$ cat config.mk
export PLATFORM = sky130hd
export DESIGN_NAME = inst_cache_flat
export DESIGN_NICKNAME = d
export VERILOG_FILES = /design/src/rtl/inst_cache_if.sv /design/src/rtl/inst_cache.sv /design/src/flat_wrapper.sv
export SDC_FILE = /design/constraint.sdc
export NUM_CORES = 1
export LEC_CHECK = 0
export ABC_CLOCK_PERIOD_IN_PS = 13200
export BUFFER_PORTS_ARGS = -buffer_cell sky130_fd_sc_hd__buf_2
export CAP_MARGIN = 10
export CELL_PAD_IN_SITES_DETAIL_PLACEMENT = 0
export CELL_PAD_IN_SITES_GLOBAL_PLACEMENT = 1
export CORE_MARGIN = 2
export CORE_UTILIZATION = 55
export DETAILED_ROUTE_END_ITERATION = 10
export GPL_TIMING_DRIVEN = 0
export HOLD_SLACK_MARGIN = 0.15
export PLACE_DENSITY = 0.94
export SETUP_SLACK_MARGIN = 0.05
export SYNTH_ARGS = -nofsm -noshare
export SYNTH_HDL_FRONTEND = slang
export SYNTH_SLANG_ARGS = --single-unit
$ cat constraint.sdc
create_clock -name clk -period 13.2 [get_ports clk]
set_clock_uncertainty 0.1 [all_clocks]
set_input_delay 1.98 -clock clk [delete_from_list [all_inputs] [get_ports clk]]
set_output_delay 1.98 -clock clk [all_outputs]
set_load 0.005 [all_outputs]
$ cat src/rtl/inst_cache_if.sv
// Line-fill port between the instruction cache and instruction memory.
//
// Handshake: the cache raises MemReadReq and holds MemAddr stable until
// memory answers with a single-cycle MemAck. MemData carries the whole
// 4-word line in that same cycle. The request drops on the cycle after the
// ack, and MemAck is ignored unless a request is outstanding.
interface inst_cache_if;
  logic        MemReadReq;
  logic [13:0] MemAddr;
  logic        MemAck;
  logic [63:0] MemData;

  modport master (
    output MemReadReq,
    output MemAddr,
    input  MemAck,
    input  MemData
  );

  modport slave (
    input  MemReadReq,
    input  MemAddr,
    output MemAck,
    output MemData
  );
endinterface

$ cat src/rtl/inst_cache.sv
// Direct-mapped, read-only instruction cache for the IF stage.
// Hits return the instruction combinationally from PC. A miss refills a
// 4-word line from instruction memory while InstCacheBusy stalls the pipe.
module inst_cache #(
  parameter int INDEX_BITS = 2,
  parameter int WORD_WIDTH = 16
) (
  input  logic                  clk,
  input  logic                  reset_n,
  input  logic                  ReadEn,
  input  logic [WORD_WIDTH-1:0] PC,
  input  logic                  FetchTaken,
  output logic [WORD_WIDTH-1:0] Inst,
  output logic                  InstValid,
  output logic                  InstCacheBusy,
  output logic [15:0]           HitCount,
  output logic [15:0]           MissCount,
  output logic [1:0]            state_dbg,
  inst_cache_if.master          mem
);

  localparam int LINES = 1 << INDEX_BITS;
  localparam int TAG_W = 14 - INDEX_BITS;

  typedef enum logic [1:0] {
    S_IDLE = 2'd0,
    S_WAIT = 2'd1,
    S_FILL = 2'd2
  } state_t;

  // Control state
  state_t            state_q, state_d;
  logic              mem_req_q, mem_req_d;
  logic [13:0]       miss_line_q, miss_line_d;
  logic [15:0]       hit_cnt_q, hit_cnt_d;
  logic [15:0]       miss_cnt_q, miss_cnt_d;
  logic [LINES-1:0]  valid_q, valid_d;

  // Line storage (not reset; guarded by valid_q)
  logic [TAG_W-1:0]  tag_q  [LINES];
  logic [63:0]       data_q [LINES];

  // PC decomposition
  logic [TAG_W-1:0]      pc_tag;
  logic [INDEX_BITS-1:0] pc_idx;
  logic [1:0]            pc_off;
  logic                  hit;
  logic [63:0]           line_data;

  // Refill write port
  logic                  fill_we;
  logic [INDEX_BITS-1:0] fill_idx;
  logic [TAG_W-1:0]      fill_tag;

  assign pc_tag   = PC[15:INDEX_BITS+2];
  assign pc_idx   = PC[INDEX_BITS+1:2];
  assign pc_off   = PC[1:0];
  assign fill_idx = miss_line_q[INDEX_BITS-1:0];
  assign fill_tag = miss_line_q[13:INDEX_BITS];
  assign fill_we  = (state_q == S_WAIT) && mem.MemAck;

  // Combinational lookup and word select
  always_comb begin
    hit       = valid_q[pc_idx] && (tag_q[pc_idx] == pc_tag);
    line_data = data_q[pc_idx];
    case (pc_off)
      2'd0:    Inst = line_data[15:0];
      2'd1:    Inst = line_data[31:16];
      2'd2:    Inst = line_data[47:32];
      default: Inst = line_data[63:48];
    endcase
  end

  // Pipeline-facing status; busy covers the miss cycle plus the whole refill
  always_comb begin
    InstValid     = ReadEn && hit && (state_q == S_IDLE);
    InstCacheBusy = (state_q != S_IDLE) || (ReadEn && !hit);
  end

  // Next-state, counters and valid-bit update
  always_comb begin
    state_d     = state_q;
    mem_req_d   = mem_req_q;
    miss_line_d = miss_line_q;
    hit_cnt_d   = hit_cnt_q;
    miss_cnt_d  = miss_cnt_q;
    valid_d     = valid_q;
    case (state_q)
      S_IDLE: begin
        if (ReadEn && hit && FetchTaken && (hit_cnt_q != 16'hFFFF))
          hit_cnt_d = hit_cnt_q + 16'd1;
        if (ReadEn && !hit) begin
          miss_line_d = {pc_tag, pc_idx};
          mem_req_d   = 1'b1;
          state_d     = S_WAIT;
          if (miss_cnt_q != 16'hFFFF)
            miss_cnt_d = miss_cnt_q + 16'd1;
        end
      end
      S_WAIT: begin
        if (mem.MemAck) begin
          valid_d[fill_idx] = 1'b1;
          mem_req_d         = 1'b0;
          state_d           = S_FILL;
        end
      end
      S_FILL: begin
        state_d = S_IDLE;
      end
      default: begin
        state_d   = S_IDLE;
        mem_req_d = 1'b0;
      end
    endcase
  end

  // Control registers; reset aborts any refill in flight
  always_ff @(posedge clk or negedge reset_n) begin
    if (!reset_n) begin
      state_q     <= S_IDLE;
      mem_req_q   <= 1'b0;
      miss_line_q <= '0;
      hit_cnt_q   <= '0;
      miss_cnt_q  <= '0;
      valid_q     <= '0;
    end else begin
      state_q     <= state_d;
      mem_req_q   <= mem_req_d;
      miss_line_q <= miss_line_d;
      hit_cnt_q   <= hit_cnt_d;
      miss_cnt_q  <= miss_cnt_d;
      valid_q     <= valid_d;
    end
  end

  // Tag and data arrays written only by an acknowledged refill
  always_ff @(posedge clk) begin
    if (fill_we) begin
      tag_q[fill_idx]  <= fill_tag;
      data_q[fill_idx] <= mem.MemData;
    end
  end

  assign mem.MemReadReq = mem_req_q;
  assign mem.MemAddr    = miss_line_q;
  assign HitCount       = hit_cnt_q;
  assign MissCount      = miss_cnt_q;
  assign state_dbg      = state_q;

endmodule

$ cat src/flat_wrapper.sv
// flat-port wrapper written by rule: the top's interface ports become plain ports
module inst_cache_flat 
#(
  parameter int INDEX_BITS = 2,
  parameter int WORD_WIDTH = 16
)
  (clk, reset_n, ReadEn, PC, FetchTaken, Inst, InstValid, InstCacheBusy, HitCount, MissCount, state_dbg, mem_MemReadReq, mem_MemAddr, mem_MemAck, mem_MemData);
  inst_cache_if mem_i ();
  input  logic clk;
  input  logic reset_n;
  input  logic ReadEn;
  input  logic [WORD_WIDTH-1:0] PC;
  input  logic FetchTaken;
  output logic [WORD_WIDTH-1:0] Inst;
  output logic InstValid;
  output logic InstCacheBusy;
  output logic [15:0] HitCount;
  output logic [15:0] MissCount;
  output logic [1:0] state_dbg;
  output wire logic [$bits(mem_i.MemReadReq)-1:0] mem_MemReadReq;
  output wire logic [$bits(mem_i.MemAddr)-1:0] mem_MemAddr;
  input wire logic [$bits(mem_i.MemAck)-1:0] mem_MemAck;
  input wire logic [$bits(mem_i.MemData)-1:0] mem_MemData;
  assign mem_MemReadReq = mem_i.MemReadReq;
  assign mem_MemAddr = mem_i.MemAddr;
  assign mem_i.MemAck = mem_MemAck;
  assign mem_i.MemData = mem_MemData;
  inst_cache #(.INDEX_BITS(INDEX_BITS), .WORD_WIDTH(WORD_WIDTH)) u_core (.clk(clk), .reset_n(reset_n), .ReadEn(ReadEn), .PC(PC), .FetchTaken(FetchTaken), .Inst(Inst), .InstValid(InstValid), .InstCacheBusy(InstCacheBusy), .HitCount(HitCount), .MissCount(MissCount), .state_dbg(state_dbg), .mem(mem_i));
endmodule
# Word level (Yosys, flattened, before mapping)
# Memories as Yosys holds them, arrays and structs flattened.
# Index checks and enable logic that the tools add are counted.
# word_totals
regBits	53
latch_bits	0
ramBits	304
rom_bits	0
inputBits	85
out_inout_bits	67
elab_cells	56
mem_count	2
# mem_list
memory	depth	width	read_ports	rd_clocked_by_memory_dff	wr	line	rtl
u_core.data_q	4	64	1	0	1	inst_cache.sv:41	logic [63:0] data_q [LINES];
u_core.tag_q	4	12	1	0	1	inst_cache.sv:40	logic [TAG_W-1:0] tag_q [LINES];
# classes
add_sub_neg	2
n_mul	0
div_mod_pow	0
magnitude_cmp	3
eq_ne	9
shift	0
muxes	13
n_bitwise	2
n_reduce_logical	19
# op_table
cell	count
16-bit one-hot mux with 3 select lines	1
16-bit by 1-bit adder with 16-bit output (second input constant)	2
16-bit != test (second input constant)	2
12-bit == test	1
1-bit logical AND	8
2-bit AND reduction	4
2-bit by 3-bit less-than comparator with 1-bit output (second input constant)	2
1-bit two-way mux	6
3-bit AND reduction	2
2-bit by 1-bit == test with 1-bit output (second input constant)	2
2-bit == test (second input constant)	2
2-bit zero test	2
2-bit two-way mux	2
2-bit != test (second input constant)	2
4-bit OR	1
2-bit one-hot mux with 2 select lines	1
1-bit one-hot mux with 3 select lines	1
1-bit binary-select mux with 2-bit select	1
1-bit demux with 2-bit select	1
2-bit by 1-bit greater-or-equal comparator with 1-bit output (second input constant)	1
2-bit nonzero test	1
1-bit zero test	1
1-bit logical OR	1
1-bit NOT	1

# Logic depth before layout (Yosys ltp)
# logic_depth
word_depth	7
ltp_mapped	10
depth_no_buf	7

# Worst setup path after synthesis
# OpenSTA, ideal clock, no wires.
# synth_path
path_type	input port to flip-flop
from	input mem_MemAck
to	register u_core.valid_q[2]
setup_time_ns	0.099
arrival_time_ns	8.275
required_ns	13.001
path_slack_ns	4.726
path_stages	3
n_path_buf	0
cell_sequence	nand3b_1 -> nor3b_1 -> or2_2
# synth_between
elab_chain_len	1
# synth_lines
element	line	rtl
start: declaration	flat_wrapper.sv:22	input wire logic [$bits(mem_i.MemAck)-1:0] mem_MemAck;
2-bit AND reduction (no line)	n/a	
end signal: assignment	inst_cache.sv:132	valid_q <= valid_d;
end: declaration	inst_cache.sv:37	logic [LINES-1:0] valid_q, valid_d;
# Every way passes these cells.
# A chain may end at the register's enable or synchronous reset.

# Worst setup path after layout
# layout_path
from	input PC[3]
to	output Inst[13]
# layout_between
elab_chain_len	2
# layout_lines
element	line	rtl
start: declaration	flat_wrapper.sv:12	input logic [WORD_WIDTH-1:0] PC;
memory read 4 x 64 bit	n/a	
16-bit one-hot mux with 3 select lines	inst_cache.sv:66	case (pc_off)
end: declaration	flat_wrapper.sv:14	output logic [WORD_WIDTH-1:0] Inst;
# Every way passes these cells.

==> flow_results.org <==
** STA
- Timing would allow up to 144.3 MHz.
- Worst hold margin :: 369.2 ps
- After routing, the total negative slack on setup checks comes to 0 ps.
- In this run the tightest slew margin relative to its limit is 0.2814.
- The routed design could run at a clock period as short as 6928 ps.
- Number of slew-limit violations in the final report :: 0
- Setup violations remaining at the end of the flow were counted as 0.
- After layout, the worst setup slack is 6272 ps.
- For the pin with the worst max-slew slack, the measured transition is 1078 ps.
- RSZ-0062 raised after global routing :: false
- The final hold violation count is 0.
- In the finished design, the share of the clock period the worst path needs comes to 0.5248.

** Global routing
- Summed over all layers, the global routing overflow is 0.
- The number of global-route vias before repair came to 7468.
- Number of antenna violations at the first check in global routing :: 1
- Largest net degree at the start of global routing :: 54
- For this run, the total global-route usage over all layers was measured as 0.2304.
- Wire length of the first global-routing pass :: 45310 um

** Pwr
- Switching share of power :: 0.2389
- The share of total power dissipated in sequential elements is 0.538.
- Cell internal pwr :: 2.022 mW
- The share of total power dissipated in the clock network is 0.348.
- The analysis attributes to net switching a power of 0.6348 mW.
- For this design the static power due to leakage is 5.794 nW.
- Proportion of power drawn by combinational gates :: 0.114
- Summing internal, switching and leakage power gives 2.657 mW.
- IR Drop Worst-Case VDD :: 0.0001130 V
- Power Density :: 161.8 nW/um2

** Placed design
- Placement-stage worst setup slack :: 6255 ps
- After legalization and detailed placement, the total HPWL measured 19240 um.
- Gpl congestion :: 0.8020
- Cell area reported after detailed placement :: 15330 um2
- Placed insts :: 1135
- Port buffering added 147 buffers.

** Final layout
- In the final design database the tool counted 931 nets.
- Most frequent standard cell in the layout excluding fill and tap cells :: sky130_fd_sc_hd__edfxtp_1
- Final standard cell count with taps included and fillers excluded :: 1201
- Leaving out fill and tap cells, the most frequent cells in the layout are sky130_fd_sc_hd__edfxtp_1 (304), sky130_fd_sc_hd__buf_2 (153), sky130_fd_sc_hd__mux4_2 (91), sky130_fd_sc_hd__dfrtp_1 (53), sky130_fd_sc_hd__xnor2_1 (37).
- Area growth from synthesis to final layout :: 18.31%
- With fillers left out, the area of the finished cells amounts to 16420 um2.
- In the final layout, the share of cells above drive strength 1 is 0.3874.
- Measured on the finished design, the core utilization comes to 0.6578.

** Clock tree
- Clock-pin slew was measured on the worst setup and hold paths at 60 ps.
- Counting along the longest clock path gives a buffer depth of 3.
- For this design, the CTS-stage hold fixing added 0 buffers.
- Clock tree from TritonCTS :: done
- For this design, the sink count on the clock tree is 357.
- The H-tree was split into 2 levels.
- Post-CTS timing repair inserted 0 buffers for setup.
- In this run, post-CTS repair resized a total of 0 instances.
- Root cell of the clock tree :: sky130_fd_sc_hd__clkbuf_16
- In this run, CTS created clock tree buffers numbering 36.
- Clock latency on the worst-skew pair, taken at its later pin, is 510 ps.

** Detailed routing
- Number of vias per cell :: 5.942
- The routed layout has 7136 vias.
- The routed design has 29730 um of wire.
- In this run the remaining antenna-violating nets after routing total 0.
- In the routed design, unresolved DRC markers number 0.
- Average wire per cell in the routed design :: 24.76 um
- DRT Pass-1 Iters :: 7
- Initial drt markers :: 626

** Critical path
- Worst path required time :: 11120 ps
- Critical Path Source Type :: input pin
- In this run the worst path has a maximum fanout of 10.
- The number of cells on the worst reg-to-reg path is 8.
- Crit Path Category :: in -> out
- Type of destination of the critical path :: output port
- Data on the critical path arrives at its endpoint at 4850 ps.

** Run
- Max Cap Violations :: 0

** Synthesis
- Of all flip-flops after synthesis, the portion carrying an async set or reset was 0.1485.
- For this run, the register share of the synthesized area comes to 0.7532.
- The mapped netlist covers 13880 um2.
- Yosys reg bits :: 357
- Number of unique standard cell types used by synthesis :: 39
- Counting every net in the synthesized netlist gives 725.
- The synthesized design contains 304 enable-type register cells.
- Count of synthesis-stage warnings from yosys :: 0
- Most used flip-flop cell after synthesis :: sky130_fd_sc_hd__edfxtp_1
- Average size of a mapped cell :: 21.76 um2
- Synthesis produced a netlist whose cell count is 638.

** Hold path
- Worst Hold Class :: reg -> reg
- Number of cells on the worst hold path :: 1

** Run status
- Run status :: complete, no violations

** Floorplan
- Std cell rows :: 58
- For this configuration, the core starts out at a cell density of 0.5560.
- The floorplan step defined a core boundary enclosing 24960 um2.
- Die Width :: 162.9 um
- Die Span Y :: 162.9 um
- Top Ports :: 152
- Area of the die :: 26530 um2
## worst max-delay path: stages
cell and delay [ps]:
sky130_fd_sc_hd__buf_2 200, sky130_fd_sc_hd__buf_2 320, sky130_fd_sc_hd__clkbuf_1 570, sky130_fd_sc_hd__clkbuf_1 670
sky130_fd_sc_hd__mux4_2 450, sky130_fd_sc_hd__mux4_2 490, sky130_fd_sc_hd__buf_2 150
## cell usage after synthesis (all sizes together) (3+ instances only)
cell type,instances,area [um2]
edfxtp,304,9129
mux4,91,2049
dfrtp,53,1326
xnor2,39,356.6
mux2,18,202.7
nand3,18,115.1
nand4,18,112.6
buf,16,93.84
clkbuf,13,48.80
and3,10,62.56
nand2,9,33.78
and4,5,43.79
inv,5,18.77
nor2,5,35.03
and2,4,25.02
nor3,4,20.02
or2,4,25.02
mux2i,3,30.03
## cell families after synthesis
group	count (synthesis)	share of synthesized area
fa+ha+maj	2	0.001802
simple gates	84	0.03795
compound gates	9	0.004688
flops	357	0.7532
xor+xnor	40	0.02632
buf+inv	34	0.01163
mux	112	0.1644
## final cells by class
cell class                 instances  area (um2)
sequential                       357       10460
fill                            1650        8542
multi-input combinational        247        3287
timing repair buffer             168        1039
clock buffer                      45       954.7
tap                              330       412.9
buffer                            29       142.6
clock inverter                    19       110.1
inverter                           5       18.77
antenna                            1       2.502
## sequential cells by signal, indices dropped and copies added, names as in the netlist
name and count:
u_core.data_q 256, u_core.tag_q 48, u_core.HitCount 16, u_core.MissCount 16, u_core.mem.MemAddr 14, u_core.valid_q 4, u_core.state_dbg 2, u_core.mem.MemReadReq 1
## worst paths after layout
| kind | slack (ps) | end | start |
|---|---|---|---|
| max | 6270 | Inst[13] | PC[3] |
| min | 370 | u_core.valid_q[2] | u_core.valid_q[2] |
| max reg2reg | 10230 | u_core.MissCount[1] | u_core.tag_q[3][3] |
| min reg2reg | 370 | u_core.valid_q[2] | u_core.valid_q[2] |
| max in group asynchronous | 11120 | u_core.mem.MemAddr[13] | reset_n |
| min in group asynchronous | 1340 | u_core.HitCount[3] | reset_n |
## per-layer routing
layer | share of wire | track usage | up-vias
met1 | 0.40 | 0.3072 | 3707
met4 | 0.022 | 0.05873 | 2
met3 | 0.072 | 0.04762 | 55
met5 | 0.00044 | 0 | -
met2 | 0.51 | 0.3933 | 308
li1 | - | - | 3064
## power groups by stage
stage,Clock [mW],Sequential (mW),Combinational [mW]
finish,0.924,1.43,0.303
global route,0.978,1.44,0.329
CTS,0.937,1.43,0.307
detailed placement,0,1.45,0.303
global placement,0,1.46,0.274
floorplan,0,1.44,0.157
Power figures use the tool's default switching activity.
